===== src/rtl/alu_pipe_pkg.sv =====
// alu_pipe shared definitions: opcode map, FSM states,
// and the sign-bit overflow rule for add/sub.
package alu_pipe_pkg;

  localparam logic [3:0] OP_ADD = 4'd0;
  localparam logic [3:0] OP_SUB = 4'd1;
  localparam logic [3:0] OP_MUL = 4'd2;
  localparam logic [3:0] OP_DIV = 4'd3;
  localparam logic [3:0] OP_INC = 4'd4;
  localparam logic [3:0] OP_DEC = 4'd5;
  localparam logic [3:0] OP_AND = 4'd6;
  localparam logic [3:0] OP_XOR = 4'd7;
  localparam logic [3:0] OP_OR  = 4'd8;
  localparam logic [3:0] OP_NOT = 4'd9;

  typedef enum logic {
    IDLE = 1'b0,
    DIV  = 1'b1
  } state_t;

  // sa/sb: operand signs, sr: result sign, sub: 1 for a-b
  function automatic logic add_ov(
    input logic sa,
    input logic sb,
    input logic sr,
    input logic sub
  );
    logic same;
    same = sub ? (sa != sb) : (sa == sb);
    return same && (sr != sa);
  endfunction

endpackage


===== src/rtl/alu_pipe_div.sv =====
// Iterative restoring divide-by-constant, one quotient bit per cycle.
// Ports: clk, rst, start (load dividend), done (quotient valid), quotient.
module alu_pipe_div #(
  parameter int WIDTH = 16,
  parameter int DIV_K = 10
) (
  input  logic             clk,
  input  logic             rst,
  input  logic             start,
  input  logic [WIDTH-1:0] dividend,
  output logic             done,
  output logic [WIDTH-1:0] quotient
);

  localparam int CW = $clog2(WIDTH + 1);
  localparam logic [CW-1:0] LAST = CW'(WIDTH);
  localparam logic [WIDTH:0] KV = (WIDTH + 1)'(DIV_K);

  logic             busy;
  logic             sgn;
  logic [CW-1:0]    cnt;
  logic [WIDTH-1:0] q;
  logic [WIDTH-1:0] r;
  logic [WIDTH:0]   t;
  logic [WIDTH-1:0] mag;

  // |min negative| = 2^(WIDTH-1) is exact as an unsigned WIDTH-bit value
  assign mag = dividend[WIDTH-1] ? -dividend : dividend;
  assign t = {r, q[WIDTH-1]};
  assign done = busy && (cnt == LAST);
  assign quotient = sgn ? -q : q;

  always_ff @(posedge clk) begin
    if (rst) begin
      busy <= 1'b0;
      sgn  <= 1'b0;
      cnt  <= '0;
      q    <= '0;
      r    <= '0;
    end else if (start) begin
      busy <= 1'b1;
      sgn  <= dividend[WIDTH-1];
      cnt  <= '0;
      q    <= mag;
      r    <= '0;
    end else if (busy) begin
      if (done) begin
        busy <= 1'b0;
      end else begin
        cnt <= cnt + CW'(1);
        if (t >= KV) begin
          r <= WIDTH'(t - KV);
          q <= {q[WIDTH-2:0], 1'b1};
        end else begin
          r <= t[WIDTH-1:0];
          q <= {q[WIDTH-2:0], 1'b0};
        end
      end
    end
  end

endmodule


===== src/rtl/alu_pipe.sv =====
// Handshaked ALU: single-cycle ops plus iterative divide-by-constant.
// Ports: in_valid/in_ready/a/b/opcode in, out_valid/out_ready/result/ov/zero/neg/err out.
module alu_pipe
  import alu_pipe_pkg::*;
#(
  parameter int WIDTH = 16,
  parameter int MUL_K = 5,
  parameter int DIV_K = 10
) (
  input  logic             clk,
  input  logic             rst,
  input  logic             in_valid,
  output logic             in_ready,
  input  logic [WIDTH-1:0] a,
  input  logic [WIDTH-1:0] b,
  input  logic [3:0]       opcode,
  output logic             out_valid,
  input  logic             out_ready,
  output logic [WIDTH-1:0] result,
  output logic             ov,
  output logic             zero,
  output logic             neg,
  output logic             err
);

  localparam logic [WIDTH-1:0] MAXP = {1'b0, {(WIDTH-1){1'b1}}};
  localparam logic [WIDTH-1:0] MINN = {1'b1, {(WIDTH-1){1'b0}}};
  localparam logic [2*WIDTH-1:0] KM = (2*WIDTH)'(MUL_K);

  state_t           state;
  logic             acc;
  logic             is_div;
  logic             ddone;
  logic [WIDTH-1:0] dq;
  logic [WIDTH-1:0] cres;
  logic             cov;
  logic             cerr;
  logic [2*WIDTH-1:0] prod;
  logic [WIDTH:0]   ph;
  logic             wr;
  logic [WIDTH-1:0] wres;

  assign in_ready = !rst && (state == IDLE) && (!out_valid || out_ready);
  assign acc = in_valid && in_ready;
  assign is_div = (opcode == OP_DIV);

  alu_pipe_div #(
    .WIDTH(WIDTH),
    .DIV_K(DIV_K)
  ) u_div (
    .clk     (clk),
    .rst     (rst),
    .start   (acc && is_div),
    .dividend(a),
    .done    (ddone),
    .quotient(dq)
  );

  always_comb begin
    prod = {{WIDTH{a[WIDTH-1]}}, a} * KM;
    // product fits iff its top WIDTH+1 bits are all sign copies
    ph = prod[2*WIDTH-1:WIDTH-1];
    cres = '0;
    cov = 1'b0;
    cerr = 1'b0;
    unique case (1'b1)
      (opcode == OP_ADD): begin
        cres = a + b;
        cov = add_ov(a[WIDTH-1], b[WIDTH-1], cres[WIDTH-1], 1'b0);
      end
      (opcode == OP_SUB): begin
        cres = a - b;
        cov = add_ov(a[WIDTH-1], b[WIDTH-1], cres[WIDTH-1], 1'b1);
      end
      (opcode == OP_MUL): begin
        cres = prod[WIDTH-1:0];
        cov = !((&ph) || !(|ph));
      end
      (opcode == OP_DIV): ;
      (opcode == OP_INC): begin
        cres = a + WIDTH'(1);
        cov = (a == MAXP);
      end
      (opcode == OP_DEC): begin
        cres = a - WIDTH'(1);
        cov = (a == MINN);
      end
      (opcode == OP_AND): cres = a & b;
      (opcode == OP_XOR): cres = a ^ b;
      (opcode == OP_OR):  cres = a | b;
      (opcode == OP_NOT): cres = ~a;
      default: cerr = 1'b1;
    endcase
  end

  assign wr = (acc && !is_div) || ((state == DIV) && ddone);
  assign wres = (state == DIV) ? dq : cres;

  always_ff @(posedge clk) begin
    if (rst) begin
      state     <= IDLE;
      out_valid <= 1'b0;
      result    <= '0;
      ov        <= 1'b0;
      zero      <= 1'b0;
      neg       <= 1'b0;
      err       <= 1'b0;
    end else begin
      if (out_valid && out_ready) out_valid <= 1'b0;
      if (wr) begin
        out_valid <= 1'b1;
        result    <= wres;
        ov        <= (state == DIV) ? 1'b0 : cov;
        err       <= (state == DIV) ? 1'b0 : cerr;
        zero      <= (wres == '0);
        neg       <= wres[WIDTH-1];
      end
      if (acc && is_div) state <= DIV;
      else if ((state == DIV) && ddone) state <= IDLE;
    end
  end

endmodule


===== config.mk =====
export PLATFORM = sky130hd
export DESIGN_NAME = alu_pipe
export DESIGN_NICKNAME = d
export VERILOG_FILES = /design/src/rtl/alu_pipe_pkg.sv /design/src/rtl/alu_pipe_div.sv /design/src/rtl/alu_pipe.sv
export SDC_FILE = /design/constraint.sdc
export NUM_CORES = 1
export LEC_CHECK = 0
export CELL_PAD_IN_SITES_DETAIL_PLACEMENT = 0
export CELL_PAD_IN_SITES_GLOBAL_PLACEMENT = 2
export CORE_MARGIN = 10
export CORE_UTILIZATION = 38
export DETAILED_ROUTE_END_ITERATION = 8
export PLACE_DENSITY = 0.95
export SETUP_SLACK_MARGIN = 0.3
export SYNTH_ARGS = -nofsm -noshare
export SYNTH_HDL_FRONTEND = slang
export SYNTH_SLANG_ARGS = --single-unit

===== constraint.sdc =====
create_clock -name clk -period 11.8 [get_ports clk]
set_input_delay 2.95 -clock clk [delete_from_list [all_inputs] [get_ports clk]]
set_output_delay 2.95 -clock clk [all_outputs]
set_load 0.02 [all_outputs]

# --- Word-level counts from Yosys, hierarchy flattened ---
# Cells that the tools add are included.
totals:
  regBits: 61
  elab_cells: 94
classes:
  n_addsub: 8
  multipliers: 1
  magnitude_cmp: 1
  n_eq_ne: 17
  n_mux: 20
  bitwise: 6
  reduce_logical: 29
ops:
  columns: ["cell", "n"]
  rows:
  - ["case mux 16 bit (9 select lines)", 1]
  - ["2-to-1 mux 16 bit", 7]
  - ["negator 16 bit", 2]
  - ["multiplier 16 x 4 -> 20 bit, second input constant", 1]
  - [">= comparator 17 x 4 -> 1 bit, second input constant", 1]
  - ["AND reduction 17 bit", 1]
  - ["OR reduction 17 bit", 1]
  - ["adder 16 x 1 -> 16 bit, second input constant", 1]
  - ["adder 16 bit", 1]
  - ["bitwise AND 16 bit", 1]
  - ["== test 16 x 15 -> 1 bit, second input constant", 1]
  - ["== test 16 bit, second input constant", 1]
  - ["== test 4 x 3 -> 1 bit, second input constant", 4]
  - ["logical NOT 16 bit", 1]
  - ["NOT 16 bit", 1]
  - ["OR 16 bit", 1]
  - ["subtractor 16 x 1 -> 16 bit, second input constant", 1]
  - ["subtractor 16 bit", 1]
  - ["subtractor 16 x 4 -> 16 bit, second input constant", 1]
  - ["XOR 16 bit", 1]
  - ["2-to-1 mux 1 bit", 11]
  - ["logical AND 1 bit", 10]
  - ["OR reduction 10 bit", 1]
  - ["== test 4 x 2 -> 1 bit, second input constant", 2]
  - ["15 further kinds", 28]

# --- Logic depth before layout (Yosys ltp) ---
logic_depth:
  word_depth: 7
  ltp_mapped: 16

# --- By module ---
# A second synthesis with hierarchy kept.
unflattened:
  cells_unflattened: 1127
  area_unflattened_um2: 8194.1
modules_own_cells:
  columns: ["module", "instances", "cells_per_inst", "area_each_um2"]
  rows:
  - ["alu_pipe", 1, 814, 5677.9]
  - ["alu_pipe_div", 1, 313, 2516.2]

# --- Worst setup path before layout ---
# OpenSTA, ideal clock, no wires.
synth_timing:
  kind: "input-to-output"
  start: "input port out_ready"
  end: "output port in_ready"
  t_arrival_ps: 3445
  slack_ps: 5405
  path_stages: 2
  path_buffers: 0
  path_cell_list: "nand2b_1 -> nor3b_2"
synth_between:
  elab_chain_len: 2
synth_lines:
  columns: ["element", "line_no", "source"]
  rows:
  - ["start, declared", "alu_pipe.sv:18", "input logic out_ready,"]
  - ["logical OR 1 bit", "alu_pipe.sv:43", "assign in_ready = !rst && (state == IDLE) && (!out_valid || out_ready);"]
  - ["logical AND 1 bit", "alu_pipe.sv:43", null]
  - ["end, declared", "alu_pipe.sv:13", "output logic in_ready,"]
# No other way between the ends.

# --- Worst setup path in the final report ---
layout_timing:
  start: "input port rst"
  end: "output port in_ready"
layout_between:
  elab_chain_len: 3
layout_lines:
  columns: ["element", "line_no", "source"]
  rows:
  - ["start, declared", "alu_pipe.sv:11", "input logic rst,"]
  - ["logical NOT 1 bit", "alu_pipe.sv:43", null]
  - ["logical AND 1 bit (2 in series)", "alu_pipe.sv:43", null]
# No other way between the ends.

==> results <==
- The run finished with clean final reports.
- The detail-routed via count per cell is 5.95.
- The number of gates resized after CTS was 0.
- The Yosys warning count is 0.
- The core area is 20,200 um^2.
- The power density over cell area is 89.7 nW/um^2.
- The overall routed net length is 26,000 um.
- The overall fraction of global-route tracks in use is 0.191.
- The die height is 163 um.
- The count of vias placed by the detailed router is 7,981.
- The adder-cell share of the synthesized area is 0.140.
- After synthesis, the cell types taking the most area are sky130_fd_sc_hd__dfxtp_1 (16%), sky130_fd_sc_hd__ha_1 (13%), sky130_fd_sc_hd__xnor2_1 (6.7%).
- For the final routed database, the setup TNS stands at 0 ns.
- The placer's final routability congestion estimate is 0.964.
- The number of cells traversed by the worst hold path is 2.
- The final max-slew violation count is 0.
- The share of synthesized area in the top cell type comes to 0.155.
- IR analysis of the VDD net gives a maximum drop of 0.0782 mV.
- The dominant combinational cell family by area after synthesis is compound AO/OA/AOI/OAI gates.
- The number of CTS-inserted buffers is 9.
- In the synthesized netlist the dominant register cell turns out to be sky130_fd_sc_hd__dfxtp_1.
- The share of synthesized cell area in and, or, nand and nor gates is 0.241.
- The fraction of the cycle the final worst path needs is 0.636.
- The critical path is of the input pin to output pin type.
- The complex-gate fraction of the synthesized area came to 0.276.
- After clock tree synthesis, the setup repair step added 0 buffers.
- The worst min-delay path class is register to register.
- The number of design rule violations left after detail routing is 0.
- The slew of the pin with the lowest slew margin is 1.07 ns.
- The length of the first detailed-routing pass in iterations is 5.
- STA classifies the critical path endpoint as an output pin.
- The worst register-to-register path ends at zero.
- OpenSTA, run right after detailed placement, puts the worst setup slack at 4.28 ns.
- The startpoint of the worst-slack reg-to-reg timing path is state.
- The initial antenna violation count came to 0.
- The H-tree generated during clock tree synthesis spans 3 levels.
- Final hold analysis gives a worst-case slack of 0.455 ns.
- The CTS tree is yes.
- For hold timing, the worst endpoint is result[2].
- Setup violations remaining at the end of the flow were counted as 0.
- The final hold violation count is 0.
- In this run the clock root is driven by a sky130_fd_sc_hd__clkbuf_16.
- The number of nets produced by synthesis is 1,183.
- The flip-flop and latch count after synthesis is 60.
- Hold repair after CTS inserted 0 buffers.
- The clock passes through at most 2 buffers.
- The ratio of cells with drive above 1 in the final layout is 0.0579.
- By count the netlist is led by sky130_fd_sc_hd__nand2_1 (119), sky130_fd_sc_hd__nor2_1 (103), sky130_fd_sc_hd__ha_1 (82).
- The max-cap violation count is 0.
- Entering global routing, the biggest net connects 47 pins.
- Summed over all cells, the static leakage comes to 3.29 nW.
- The starting density of the core is 0.384.
- The cell accounting for the most synthesized area is sky130_fd_sc_hd__dfxtp_1.
- The wire length of the first global-routing pass is 41,500 um.
- The worst-case headroom to the max-slew limit is 0.282.
- Counting flops with a built-in enable in the synthesized netlist gives 0.
- The number of distinct standard cells referenced by the synthesized netlist is 90.
- Synthesis produced a netlist whose cell count is 1,058.
- The number of rows in the core area is 52.
- The post-synthesis to final-layout area growth is 13.0%.
- The detailed placer's ending HPWL is 19,900 um.
- Clock-pin slew was measured on the worst setup and hold paths at 0.05 ns.
- Across the routed clock network, the largest skew measured is 0.00636 ns.
- The top-level port count is 62.
- The category of the worst setup path launch point is an input pin.
- sky130_fd_sc_hd__nand2_1 is the most common cell in the netlist.
- The required time at the worst-slack endpoint is 8.85 ns.
- The count of routing violations after the opening detailed-route iteration is 813.
- The multiplexer share of the synthesized area is 0.0237.
- The sum of internal, switching and leakage power is 785 uW.
- The maximum fanout along the worst path is 42.
- Measured in cells, the most critical reg-to-reg path has a length of 10.
- The final critical path time including I/O delays and setup is 7.51 ns.
- After filler insertion, the fill cell instance count of the layout stands at 2,154.
- Setup slack on the critical path of the routed design comes to 4.29 ns.
- The number of antenna diodes in the final layout is 0.
- STA puts the critical path data arrival time at 4.56 ns.
- For this run, the top clock speed supported by timing is 133 MHz.
- For this run, the register share of the synthesized area comes to 0.155.
- The floorplan step defined a die boundary enclosing 26,500 um^2.
- The share of flip-flops with an asynchronous set or reset is 0.
- Across all register-to-register paths, the minimum setup slack is 8.76 ns.
- The via count of the first global-routing pass was 7,611.
- Global routing finished with a remaining overflow of 0.
- The die extent in x is 163 um.
- At the end of the flow, the number of nets in the layout was 1,191.
- The mapped cell area is 7750 um^2.
- The number of clock sinks is 60.
- Setup repair after global routing left no endpoint under its margin.
- The mean area per synthesized cell is 7.32 um^2.
- The start point of the worst min-delay path is result[2].
- The average wire length per cell after detail routing is 19.4 um.
- The clock latency on the worst-skew pair is 0.33 ns.
- The final antenna-violating net count is 0.
- The count of buffers inserted at the top-level ports is 61.
- Of the total synthesized cell area, the portion taken by XOR and XNOR cells is 0.0882.
==> state kept, by name, summed over array words and instances, names as in the netlist <==
name and cells:
state 1, result 16, u_div.q 16, u_div.sgn 1, u_div.r 16, u_div.busy 1, u_div.cnt 5, ov 1
err 1, out_valid 1, zero 1
==> how the worst max path moves through the flow <==
stage,from,endpoint,depth (start not counted)
6_report,rst,in_ready,4
5_1_grt,rst,in_ready,4
4_1_cts,rst,in_ready,4
3_5_place_dp,rst,in_ready,4
3_3_place_gp,rst,in_ready,4
2_1_floorplan,out_ready,in_ready,2
==> cells by family (layout without fill, tap and decap cells) <==
family,Yosys count,after routing
xor+xnor,78,78
mux,18,18
flops,60,60
buf+inv,137,150
fa+ha+maj,85,85
simple gates,378,378
compound gates,302,302
==> per-layer routing <==
| layer | up-vias | part of all wire | GRT usage |
|---|---|---|---|
| li1 | 3891 | - | - |
| met1 | 3757 | 0.46 | 0.261 |
| met2 | 281 | 0.46 | 0.301 |
| met3 | 52 | 0.054 | 0.0195 |
| met4 | 0 | 0.029 | 0.0750 |
| met5 | - | 0 | 0 |
==> cells in the final DEF (no fill, tap or decap), drive strengths merged, types with 14 or more instances in the layout <==
cell           synthesis  final
nand2                119    119
nor4                  27     27
mux2i                 15     15
dfxtp                 60     60
nand3                 19     19
a311oi                14     14
o21ai                 48     48
o22ai                 16     16
clkdlybuf4s50          0     61
a211oi                36     36
xnor2                 59     59
nor2                 104    104
o31ai                 14     14
xor2                  19     19
inv                   64     64
ha                    82     82
nor3                  27     27
a21oi                 70     70
nand4                 14     14
==> critical path: stages <==
cell and delay (ns):
sky130_fd_sc_hd__clkdlybuf4s50_1 0.40, sky130_fd_sc_hd__buf_4 0.27, sky130_fd_sc_hd__nor3b_2 0.28, sky130_fd_sc_hd__clkdlybuf4s50_1 0.65
==> where the power goes <==
| part | internal (mW) | total [mW] | leakage [nW] | switching [mW] |
|---|---|---|---|---|
| clock | 0.189 | 0.280 | 0.159 | 0.0907 |
| combinational | 0.113 | 0.292 | 2.64 | 0.179 |
| sequential | 0.208 | 0.213 | 0.486 | 0.00458 |
==> stage by stage <==
| step | instances | util | cell area (um^2) |
|---|---|---|---|
| finish | 1341 | 0.434 | 8750 |
| global route | 1341 | 0.434 | 8750 |
| CTS | 1341 | 0.434 | 8750 |
| detailed placement | 1325 | 0.418 | 8430 |
| global placement | 1325 | 0.418 | 8430 |
| floorplan | 1058 | - | 7750 |
==> layout make-up <==
class | instances | area (um^2) | share of cell area
multi-input combinational | 861 | 5980 | 0.683
clock buffer | 11 | 243 | 0.0277
clock inverter | 5 | 75.1 | 0.00858
sequential | 60 | 1200 | 0.137
inverter | 64 | 240 | 0.0274
tap | 270 | 338 | 0.0386
timing repair buffer | 70 | 678 | 0.0775
Power figures use the tool's default switching activity.
